===== src/rtl/decode_stage.sv =====
// Registered RV32I decode stage: valid/ready handshake, load-use interlock,
// synchronous flush and illegal-instruction flagging.
module decode_stage #(
  parameter int unsigned XLEN      = 32,
  parameter bit          HAZARD_EN = 1'b1
) (
  input  logic            clk,
  input  logic            rstn,
  input  logic            inValid,
  output logic            inReady,
  input  logic [31:0]     inInstr,
  input  logic [XLEN-1:0] inPc,
  input  logic            flush,
  output logic            outValid,
  input  logic            outReady,
  output logic [XLEN-1:0] outPc,
  output logic [4:0]      outRs1,
  output logic [4:0]      outRs2,
  output logic [4:0]      outRd,
  output logic [XLEN-1:0] outImm,
  output logic [3:0]      outAluOp,
  output logic [1:0]      outAluSrcA,
  output logic [1:0]      outAluSrcB,
  output logic            outRegWrite,
  output logic            outMemRead,
  output logic            outMemWrite,
  output logic            outBranch,
  output logic            outJump,
  output logic            outJalr,
  output logic            outIllegal,
  output logic [2:0]      outFunc3
);

  typedef enum logic [3:0] {
    ALU_ADD = 4'd0, ALU_SUB = 4'd1, ALU_SLL = 4'd2, ALU_SLT = 4'd3,
    ALU_SLTU = 4'd4, ALU_XOR = 4'd5, ALU_SRL = 4'd6, ALU_SRA = 4'd7,
    ALU_OR = 4'd8, ALU_AND = 4'd9, ALU_EQ = 4'd10, ALU_NE = 4'd11,
    ALU_GE = 4'd12, ALU_GEU = 4'd13
  } alu_op_e;

  typedef struct packed {
    logic [XLEN-1:0] pc;
    logic [4:0]      rs1;
    logic [4:0]      rs2;
    logic [4:0]      rd;
    logic [XLEN-1:0] imm;
    alu_op_e         alu_op;
    logic [1:0]      src_a;
    logic [1:0]      src_b;
    logic            reg_write;
    logic            mem_read;
    logic            mem_write;
    logic            branch;
    logic            jump;
    logic            jalr;
    logic            illegal;
    logic [2:0]      func3;
  } ctrl_t;

  localparam logic [6:0] OP_R      = 7'b0110011;
  localparam logic [6:0] OP_IMM    = 7'b0010011;
  localparam logic [6:0] OP_LOAD   = 7'b0000011;
  localparam logic [6:0] OP_STORE  = 7'b0100011;
  localparam logic [6:0] OP_BRANCH = 7'b1100011;
  localparam logic [6:0] OP_JAL    = 7'b1101111;
  localparam logic [6:0] OP_JALR   = 7'b1100111;
  localparam logic [6:0] OP_LUI    = 7'b0110111;
  localparam logic [6:0] OP_AUIPC  = 7'b0010111;

  ctrl_t       ctrl_d, ctrl_q;
  logic        valid_q;
  logic [6:0]  opcode, func7;
  logic [2:0]  func3;
  logic [4:0]  rs1, rs2, rd;
  logic [31:0] imm32;
  logic        legal, load_use, in_xfer, out_xfer;

  function automatic alu_op_e alu_arith(input logic [2:0] f3, input logic alt);
    case (f3)
      3'd0:    return alt ? ALU_SUB : ALU_ADD;
      3'd1:    return ALU_SLL;
      3'd2:    return ALU_SLT;
      3'd3:    return ALU_SLTU;
      3'd4:    return ALU_XOR;
      3'd5:    return alt ? ALU_SRA : ALU_SRL;
      3'd6:    return ALU_OR;
      default: return ALU_AND;
    endcase
  endfunction

  function automatic alu_op_e alu_branch(input logic [2:0] f3);
    case (f3)
      3'd0:    return ALU_EQ;
      3'd1:    return ALU_NE;
      3'd4:    return ALU_SLT;
      3'd5:    return ALU_GE;
      3'd6:    return ALU_SLTU;
      3'd7:    return ALU_GEU;
      default: return ALU_ADD;
    endcase
  endfunction

  assign opcode = inInstr[6:0];
  assign rd     = inInstr[11:7];
  assign func3  = inInstr[14:12];
  assign rs1    = inInstr[19:15];
  assign rs2    = inInstr[24:20];
  assign func7  = inInstr[31:25];

  always_comb begin
    ctrl_d    = '0;
    legal     = 1'b1;
    imm32     = '0;
    ctrl_d.pc = inPc;
    case (opcode)
      OP_R: begin
        legal  = (func7 == 7'h00) || (func7 == 7'h20 && (func3 == 3'd0 || func3 == 3'd5));
        {ctrl_d.rs1, ctrl_d.rs2, ctrl_d.rd} = {rs1, rs2, rd};
        ctrl_d.reg_write = 1'b1;
        ctrl_d.alu_op    = alu_arith(func3, func7[5]);
      end
      OP_IMM: begin
        {ctrl_d.rs1, ctrl_d.rd} = {rs1, rd};
        ctrl_d.src_b     = 2'd1;
        ctrl_d.reg_write = 1'b1;
        if (func3 == 3'd1 || func3 == 3'd5) begin
          // Shift amount is unsigned; func7 only selects SRAI.
          imm32 = {27'b0, inInstr[24:20]};
          legal = (func7 == 7'h00) || (func3 == 3'd5 && func7 == 7'h20);
          ctrl_d.alu_op = alu_arith(func3, func7[5]);
        end else begin
          imm32 = {{20{inInstr[31]}}, inInstr[31:20]};
          ctrl_d.alu_op = alu_arith(func3, 1'b0);
        end
      end
      OP_LOAD: begin
        legal = func3 inside {3'd0, 3'd1, 3'd2, 3'd4, 3'd5};
        {ctrl_d.rs1, ctrl_d.rd} = {rs1, rd};
        imm32 = {{20{inInstr[31]}}, inInstr[31:20]};
        ctrl_d.src_b     = 2'd1;
        ctrl_d.mem_read  = 1'b1;
        ctrl_d.reg_write = 1'b1;
        ctrl_d.func3     = func3;
      end
      OP_STORE: begin
        legal = (func3 <= 3'd2);
        {ctrl_d.rs1, ctrl_d.rs2} = {rs1, rs2};
        imm32 = {{20{inInstr[31]}}, inInstr[31:25], inInstr[11:7]};
        ctrl_d.src_b     = 2'd1;
        ctrl_d.mem_write = 1'b1;
        ctrl_d.func3     = func3;
      end
      OP_BRANCH: begin
        legal = (func3 != 3'd2) && (func3 != 3'd3);
        {ctrl_d.rs1, ctrl_d.rs2} = {rs1, rs2};
        imm32 = {{19{inInstr[31]}}, inInstr[31], inInstr[7], inInstr[30:25], inInstr[11:8], 1'b0};
        ctrl_d.branch = 1'b1;
        ctrl_d.func3  = func3;
        ctrl_d.alu_op = alu_branch(func3);
      end
      OP_JAL: begin
        ctrl_d.rd = rd;
        imm32 = {{11{inInstr[31]}}, inInstr[31], inInstr[19:12], inInstr[20], inInstr[30:21], 1'b0};
        {ctrl_d.src_a, ctrl_d.src_b} = {2'd1, 2'd2};
        ctrl_d.jump      = 1'b1;
        ctrl_d.reg_write = 1'b1;
      end
      OP_JALR: begin
        legal = (func3 == 3'd0);
        {ctrl_d.rs1, ctrl_d.rd} = {rs1, rd};
        imm32 = {{20{inInstr[31]}}, inInstr[31:20]};
        {ctrl_d.src_a, ctrl_d.src_b} = {2'd1, 2'd2};
        ctrl_d.jump      = 1'b1;
        ctrl_d.jalr      = 1'b1;
        ctrl_d.reg_write = 1'b1;
      end
      OP_LUI, OP_AUIPC: begin
        ctrl_d.rd = rd;
        imm32 = {inInstr[31:12], 12'b0};
        ctrl_d.src_a     = (opcode == OP_LUI) ? 2'd2 : 2'd1;
        ctrl_d.src_b     = 2'd1;
        ctrl_d.reg_write = 1'b1;
      end
      default: legal = 1'b0;
    endcase
    ctrl_d.imm = XLEN'($signed(imm32));
    if (!legal) begin
      ctrl_d         = '0;
      ctrl_d.pc      = inPc;
      ctrl_d.illegal = 1'b1;
    end
    if (ctrl_d.rd == 5'd0) ctrl_d.reg_write = 1'b0;
  end

  // Unused source fields are already zero, so a zero match is excluded by rd != 0.
  assign load_use = HAZARD_EN && valid_q && ctrl_q.mem_read && (ctrl_q.rd != 5'd0) &&
                    ((ctrl_d.rs1 == ctrl_q.rd) || (ctrl_d.rs2 == ctrl_q.rd));
  assign inReady  = !flush && !load_use && (!valid_q || outReady);
  assign in_xfer  = inValid && inReady;
  assign out_xfer = valid_q && outReady;

  always_ff @(posedge clk) begin
    if (!rstn) begin
      valid_q <= 1'b0;
      ctrl_q  <= '0;
    end else if (flush) begin
      valid_q <= 1'b0;
    end else if (in_xfer) begin
      valid_q <= 1'b1;
      ctrl_q  <= ctrl_d;
    end else if (out_xfer) begin
      valid_q <= 1'b0;
    end
  end

  assign outValid    = valid_q;
  assign outPc       = ctrl_q.pc;
  assign outRs1      = ctrl_q.rs1;
  assign outRs2      = ctrl_q.rs2;
  assign outRd       = ctrl_q.rd;
  assign outImm      = ctrl_q.imm;
  assign outAluOp    = ctrl_q.alu_op;
  assign outAluSrcA  = ctrl_q.src_a;
  assign outAluSrcB  = ctrl_q.src_b;
  assign outRegWrite = ctrl_q.reg_write;
  assign outMemRead  = ctrl_q.mem_read;
  assign outMemWrite = ctrl_q.mem_write;
  assign outBranch   = ctrl_q.branch;
  assign outJump     = ctrl_q.jump;
  assign outJalr     = ctrl_q.jalr;
  assign outIllegal  = ctrl_q.illegal;
  assign outFunc3    = ctrl_q.func3;

endmodule


===== config.mk =====
export PLATFORM = sky130hd
export DESIGN_NAME = decode_stage
export DESIGN_NICKNAME = d
export VERILOG_FILES = /design/src/rtl/decode_stage.sv
export SDC_FILE = /design/constraint.sdc
export NUM_CORES = 1
export LEC_CHECK = 0
export ABC_AREA = 1
export ABC_CLOCK_PERIOD_IN_PS = 5350
export BUFFER_PORTS_ARGS = -buffer_cell sky130_fd_sc_hd__buf_2
export CAP_MARGIN = 20
export CORE_MARGIN = 5
export CORE_UTILIZATION = 38
export DETAILED_ROUTE_END_ITERATION = 7
export HOLD_SLACK_MARGIN = 0.05
export PLACE_DENSITY_LB_ADDON = 0.05
export SYNTH_ARGS = -nofsm -noshare
export SYNTH_HDL_FRONTEND = slang
export SYNTH_SLANG_ARGS = --single-unit

===== constraint.sdc =====
create_clock -name clk -period 5.35 [get_ports clk]
set_input_delay 1.07 -clock clk [delete_from_list [all_inputs] [get_ports clk]]
set_output_delay 1.07 -clock clk [all_outputs]
set_load 0.02 [all_outputs]

-- Word-level counts from Yosys, hierarchy flattened
Cells that the tools add are included.
W data, S select, Z words.
- $lt $le $gt $ge: 1
- eq/ne operators: 21
- multiplexer cells: 28
- bitwise gates (word level): 2
- reduce and logical (&&, ||, !) cells: 36
- operators with widths (cell ; count):
    $pmux W32 S6 ; 1
    $mux W65 ; 1
    $pmux W4 S7 ; 2
    $mux W32 ; 1
    $eq A7 B6 Y1 const B ; 4
    $pmux W4 S6 ; 1
    $eq A7 B7 Y1 const B ; 3
    $mux W5 ; 3
    $eq A7 B5 Y1 const B ; 2
    $eq A3 B3 Y1 const B ; 4
    $mux W1 ; 12
    $pmux W4 S3 ; 1
    $eq A5 B5 Y1 ; 2
    $logic_and A1 B1 Y1 ; 10
    $reduce_bool A5 Y1 ; 2
    $reduce_or A3 Y1 ; 3
    $pmux W2 S2 ; 2
    $reduce_or A2 Y1 ; 4
    $eq A7 B2 Y1 const B ; 1
    $logic_not A7 Y1 ; 1
    $pmux W1 S7 ; 1
    $reduce_or A7 Y1 ; 1
    $eq A3 B2 Y1 const B ; 2
    $logic_or A1 B1 Y1 ; 6
    other kinds (14) ; 18
- bits in registers: 98
- bits of input ports: 69

-- Depth between registers and ports, before layout
Gate-level depths: netlist of the first run.
- word-level depth: 14
- gate-level depth with buffers: 22
- mapped depth without buffers: 19

-- Worst setup path after synthesis of the first run
Ideal clock, no wire load.
- path kind: input-to-output
- start point: input port inInstr[1]
- end point: output port inReady
- arrival time: 2.829 ns
- setup slack: 1.451 ns
- cell stages on the path: 14
- path buffers: 1
- path through: nand2_1 -> nor2_1 -> nand2_2 -> nand2_1 -> nor2_1 -> nand4_2 -> buf_6 -> nand3_1 -> nand2_1 -> nand2_1 -> nor2_1 -> nand2_1 -> nand2_1 -> a21boi_0
- cells in the longest elaborated chain, start to end: 10
- elaborated cells on any way between the ends: 23
- those cells by class: 11 x eq/ne; 4 x mux; 8 x reduce/logical
- ends and longest elaborated chain (element ; RTL line ; RTL):
    start, declared ; 11 ; input logic [31:0] inInstr,
    $eq A7 B6 Y1 (tied with other cells) ; 115 ; case (opcode)
    $reduce_or A3 Y1 (no source line) or $reduce_or A6 Y1 (tied branches) ; -- ;
    $pmux W1 S7 or $mux W5 (tied branches) ; 115 ;
    $mux W65 (*) ; 187 ; if (!legal) begin
    $eq A5 B5 Y1 ; 197 ; ((ctrl_d.rs1 == ctrl_q.rd) || (ctrl_d.rs2 == ctrl_q.rd));
    $logic_or A1 B1 Y1 (*) ; 197 ;
    $logic_and A1 B1 Y1 (*) ; 196 ; assign load_use = HAZARD_EN && valid_q && ctrl_q.mem_read && (ctrl_q.rd != 5'd0) &&
    $logic_not A1 Y1 (*) ; 198 ; assign inReady = !flush && !load_use && (!valid_q || outReady);
    $logic_and A1 B1 Y1 (*) (2 in series) ; 198 ;
    end, declared ; 10 ; output logic inReady,
Mark *: on every way between the ends. The rest lies on a longest branch, timed or not.

-- Worst setup path in the final report of the first run
Same ends and word-level chain as after synthesis.

==> impl_metrics.toml, run 1 <==
[outcome]
status = "completed"

[synthesis]
synth-seq-cells = 97
syn_area_um2 = 5570
synth_cell_types = 30
yosysSeqAreaShare = 0.349
synth_cells = 961
synth_fp_nets = 1030
yosysWarnings = 0
synth.avg_cell_area_um2 = 5.79

[timing]
rsz0062_at_grt = "no"
finalWorstSetupSlack_ps = 1080
max_freq_ghz = 0.234
maxSlewViolCount = 0
skew_ps = 8.45
period_minus_slack_ps = 4270
hold_viol = 0
tightest_slew_ps = 1000
setup_tns_ps = 0
final-setup-viol-count = 0
slew_headroom = 0.331
period_share = 0.797

[route]
wl_mm = 17.0
wl_per_cell_um = 13.2
drt_iter0_drc = 435
via_count = 5828
ant_nets = 0
viasPerCell = 4.53
first_pass_iters = 5
drc = 0

[worst_setup_path]
reg2reg_slack_ps = 3280
critPathArrivalTime_ps = 3200
path_common_cell = "nand2_1"
crit_fanout = 19
cp_top_family = "simple AND/OR/NAND/NOR gates"
crit_type = "input port to output port"
cp_num_buf_inv = 2
required_ps = 4280
r2r_cells = 6
critical_path.max_stage_delay_ps = 410
worstReg2RegStart = "outValid"
crit_chain = "buf_2 > nand2_1 > nor2_1 > nand2_2 > nand2_1 > nor2_1 > nand4_2 > nand2_1 > xor2_1 > nor2_1 > nand2_1 > nand2_1 > a21boi_0 > buf_2"
startpoint_type = "input port"
worstSetupEndpointType = "output port"
worstReg2RegEnd = "outImm[15]"
crit_path_top_delay_cell = "nand4_2"

[layout]
mostFrequentLayoutCells = "nand2_1, inv_1, nor2_1"
fill_cells = 1688
fin_nets = 1165
area_delta_synth_final_pct = 21.6
stdcell_count = 1286
drive_gt1_frac = 0.189
layout_commonest_cell = "nand2_1"

[power_and_ir_drop]
vdd_drop_max_mv = 0.128
p_per_area_nw_per_um2 = 263
leakage_nw = 3.98

[worst_hold_path]
worstHoldStart = "outImm[9]"
hold_depth = 4
hold_path.class = "register to register"
hold_path_end = "outImm[9]"

[global_route]
grt.met3_usage = 0.0577
grt_use_total = 0.195
met2_usage = 0.283
antenna_found_initial = 1
top_usage_layer = "met1"
grt_pass1_vias = 5139
grt_max_degree = 70
grt_pass1_wl_mm = 26.5
grt.overflow.total = 0
grt.met1_usage = 0.283

[placement]
gp_congestion = 0.968
io_buffers = 167
pre_cts_ws_ps = 1070
placed_cells = 1268
dp_hpwl_mm = 12.4

[clock_tree]
clkLatencyLatePin_ps = 350
cts_root_buffer = "clkbuf_16"
clock_sinks = 97
post_cts_buffers = 0
postCtsResizedCells = 0
cts_tree = "done"
h-tree-depth = 3
hold_buffers = 0
cts_buffers = 9
clock_path_buffers = 2
clk_pin_slew_ps = 60

[die]
coreArea_um2 = 14500
die_x_um = 131
start_util = 0.385
dieArea_um2 = 17200
ioPinCount = 168
die_h_um = 131
fp-row-count = 44

[job]
max_cap_violations = 0
flip-flops by register name, indices dropped and copies added, names as in the netlist, 2 cells and up:
signal      cells
outAluSrcA      2
outAluOp        4
outRd           5
outRs1          5
outRs2          5
outPc          32
outImm         32
outFunc3        3
outAluSrcB      2
cell usage after synthesis (all sizes together):
cell type	instances	area, µm²
buf	25	160
clkbuf	25	93.8
o21ai	21	105
dfxtp	97	1940
nand3	20	113
nor2	185	717
o211ai	1	7.51
o31ai	2	15.0
nand2	309	1170
a21boi	1	7.51
a211oi	1	7.51
inv	193	724
a21oi	9	45.0
xor2	1	8.76
o311ai	1	8.76
nand3b	1	7.51
o221ai	1	8.76
nor3	8	45.0
o22ai	4	25.0
nand4	56	357
worst register-to-register path, cell delays in order (launching register included):
cell	delay (ps)
dfxtp_1	370
a21oi_4	150
buf_4	470
nand3_4	390
buf_12	360
nor2_1	170
nor2_1	50
cell type report:
cell class	instances	area (µm²)	share of cell area
Clock inverter	6	50.0	0.00739
Timing Repair Buffer	174	926	0.137
Clock buffer	10	239	0.0353
Inverter	193	724	0.107
Antenna cell	1	2.50	0.000369
Sequential cell	97	1940	0.287
Tap cell	184	230	0.0340
Multi-Input combinational cell	621	2660	0.393
cells by family after synthesis:
group / after synthesis / share of synthesized area
flip-flops: 97 / 0.349
AO/OA/AOI/OAI: 41 / 0.0413
XOR/XNOR: 1 / 0.00157
AND/OR/NAND/NOR: 579 / 0.433
buffers and inverters: 243 / 0.176
per-layer routing:
| metal | vias up | routed length [µm] | share of wire |
|---|---|---|---|
| met1 | 2500 | 8280 | 0.49 |
| li1 | 3134 | - | - |
| met4 | 0 | 246 | 0.014 |
| met5 | - | 0 | 0 |
| met2 | 176 | 6960 | 0.41 |
| met3 | 18 | 1510 | 0.089 |
worst max path at each step:
stage,from,to,slack [ps],cells past startpoint
3_5_place_dp,inInstr[1],inReady,1070,14
5_1_grt,inInstr[1],inReady,760,14
4_1_cts,inInstr[1],inReady,1070,14
6_report,inInstr[1],inReady,1080,14
3_3_place_gp,inInstr[1],inReady,1100,14
2_1_floorplan,inInstr[1],inReady,1450,14
report_power, final:
| part | switching, mW | leakage, nW | internal, mW | total, mW |
|---|---|---|---|---|
| Combinational | 0.237 | 3.04 | 0.118 | 0.355 |
| Sequential | 0.0230 | 0.799 | 0.769 | 0.792 |
| Clock | 0.297 | 0.141 | 0.334 | 0.631 |
metrics by stage:
step	power (mW)	hold WS (ps)	util	cell area [µm²]
after floorplan	1.04	583	-	5570
after global placement	1.16	497	0.446	6460
after detailed placement	1.16	498	0.446	6460
after CTS	1.81	510	0.466	6750
after global routing	1.89	535	0.468	6770
final	1.78	505	0.468	6770
Power figures use the tool's default switching activity.
==> run 2, diff against run 1 <==
- ABC_CLOCK_PERIOD_IN_PS: 5350 -> 4310
- clock period: 5.35 -> 4.31 ns (I/O delays scaled with it)
==> impl_metrics.toml, run 2 (synthesis gave the netlist of run 1 again) <==
[layout]
fin_util = 0.469
seq_area_um2 = 1940
area_delta_synth_final_pct = 22.0
layout_commonest_cell = "nand2_1"
fill_cells = 1652
stdcell_count = 1288
mostFrequentLayoutCells = "nand2_1, inv_1, nor2_1"
multi_input_area_um2 = 2660
fin_nets = 1167
fin_area_um2 = 6790
drive_gt1_frac = 0.189

[route]
drt_iter0_drc = 420
ant_nets = 0
first_pass_iters = 5
wl_per_cell_um = 12.9
drc = 0
via_count = 5777
wl_mm = 16.6
viasPerCell = 4.49

[timing]
rsz0062_at_grt = "no"
setup_tns_ps = 0
maxSlewViolCount = 0
slew_headroom = 0.440
hold_viol = 0
tightest_slew_ps = 840
hold_ws_ps = 505
skew_ps = 9.31
period_minus_slack_ps = 3910
finalWorstSetupSlack_ps = 398
max_freq_ghz = 0.256
final-setup-viol-count = 0
period_share = 0.908

[clock_tree]
cts_tree = "done"
cts_buffers = 9
postCtsResizedCells = 0
h-tree-depth = 3
clock_sinks = 97
post_cts_buffers = 0
clkLatencyLatePin_ps = 350
clock_path_buffers = 2
cts_root_buffer = "clkbuf_16"
clk_pin_slew_ps = 70
hold_buffers = 0

[worst_setup_path]
cp_top_family = "simple AND/OR/NAND/NOR gates"
worstSetupEndpointType = "output port"
cp_num_buf_inv = 2
crit_fanout = 20
crit_type = "input port to output port"
startpoint_type = "input port"
required_ps = 3450
path_common_cell = "nand2_1"
crit_path_top_delay_cell = "nand4_2"
crit_chain = "buf_2 > nand2_1 > nor2_1 > nand2_2 > nand2_1 > nor2_1 > nand4_2 > nand2_1 > xor2_1 > nor2_1 > nand2_1 > nand2_1 > a21boi_0 > buf_2"
critPathArrivalTime_ps = 3050
critical_path.max_stage_delay_ps = 440

[die]
die_x_um = 131
fp-row-count = 44
ioPinCount = 168
die_h_um = 131
start_util = 0.385
dieArea_um2 = 17200
coreArea_um2 = 14500

[job]
max_cap_violations = 0

[global_route]
grt_use_total = 0.191
grt_pass1_vias = 5095
antenna_found_initial = 0
grt_pass1_wl_mm = 26.2
grt_max_degree = 80
grt.overflow.total = 0

[worst_hold_path]
hold_path.class = "register to register"

[power_and_ir_drop]
power_mw = 2.25
vdd_drop_max_mv = 0.155
leakage_nw = 3.98
p_per_area_nw_per_um2 = 332

[placement]
placed_area_um2 = 6480
io_buffers = 167
placed_cells = 1271
dp_hpwl_mm = 12.3
gp_congestion = 0.947
pre_cts_ws_ps = 393

[outcome]
status = "completed"
-- run 2: final cells by class --
class / count / share of cell area
diodes: 1 / 0.000368
clock buffers: 11 / 0.0357
clock inverters: 5 / 0.00921
inverters: 193 / 0.107
multi-input cells: 621 / 0.391
flip-flops and latches: 97 / 0.286
well taps: 184 / 0.0339
repair buffers: 176 / 0.137
-- run 2: path summary, 6_finish.rpt --
path	start	to	slack, ps	cells past startpoint
worst max-delay path	inInstr[1]	inReady	400	14
worst min-delay path	outRs2[4]	outRs2[4]	500	4
worst max register to register	outRd[3]	outRs2[1]	2330	9
worst min register to register	outRs2[4]	outRs2[4]	500	4
-- run 2: routing by layer --
| layer | track usage | part of all wire | vias up |
|---|---|---|---|
| li1 | - | - | 3134 |
| met1 | 0.285 | 0.50 | 2460 |
| met2 | 0.277 | 0.41 | 168 |
| met3 | 0.0439 | 0.073 | 15 |
| met4 | 0.0484 | 0.012 | 0 |
| met5 | 0 | 0 | - |
-- run 2: worst min-delay path, stage by stage (launching register included) --
cell,delay [ps]
dfxtp_1,310
inv_1,40
nand2_1,40
inv_1,40
nor2_1,30
-- run 2: power by group --
group | internal, mW | leakage, nW | switching (mW)
Combinational | 0.147 | 3.04 | 0.293
Sequential | 0.954 | 0.799 | 0.0282
Clock | 0.469 | 0.142 | 0.362
Total | 1.57 | 3.98 | 0.683
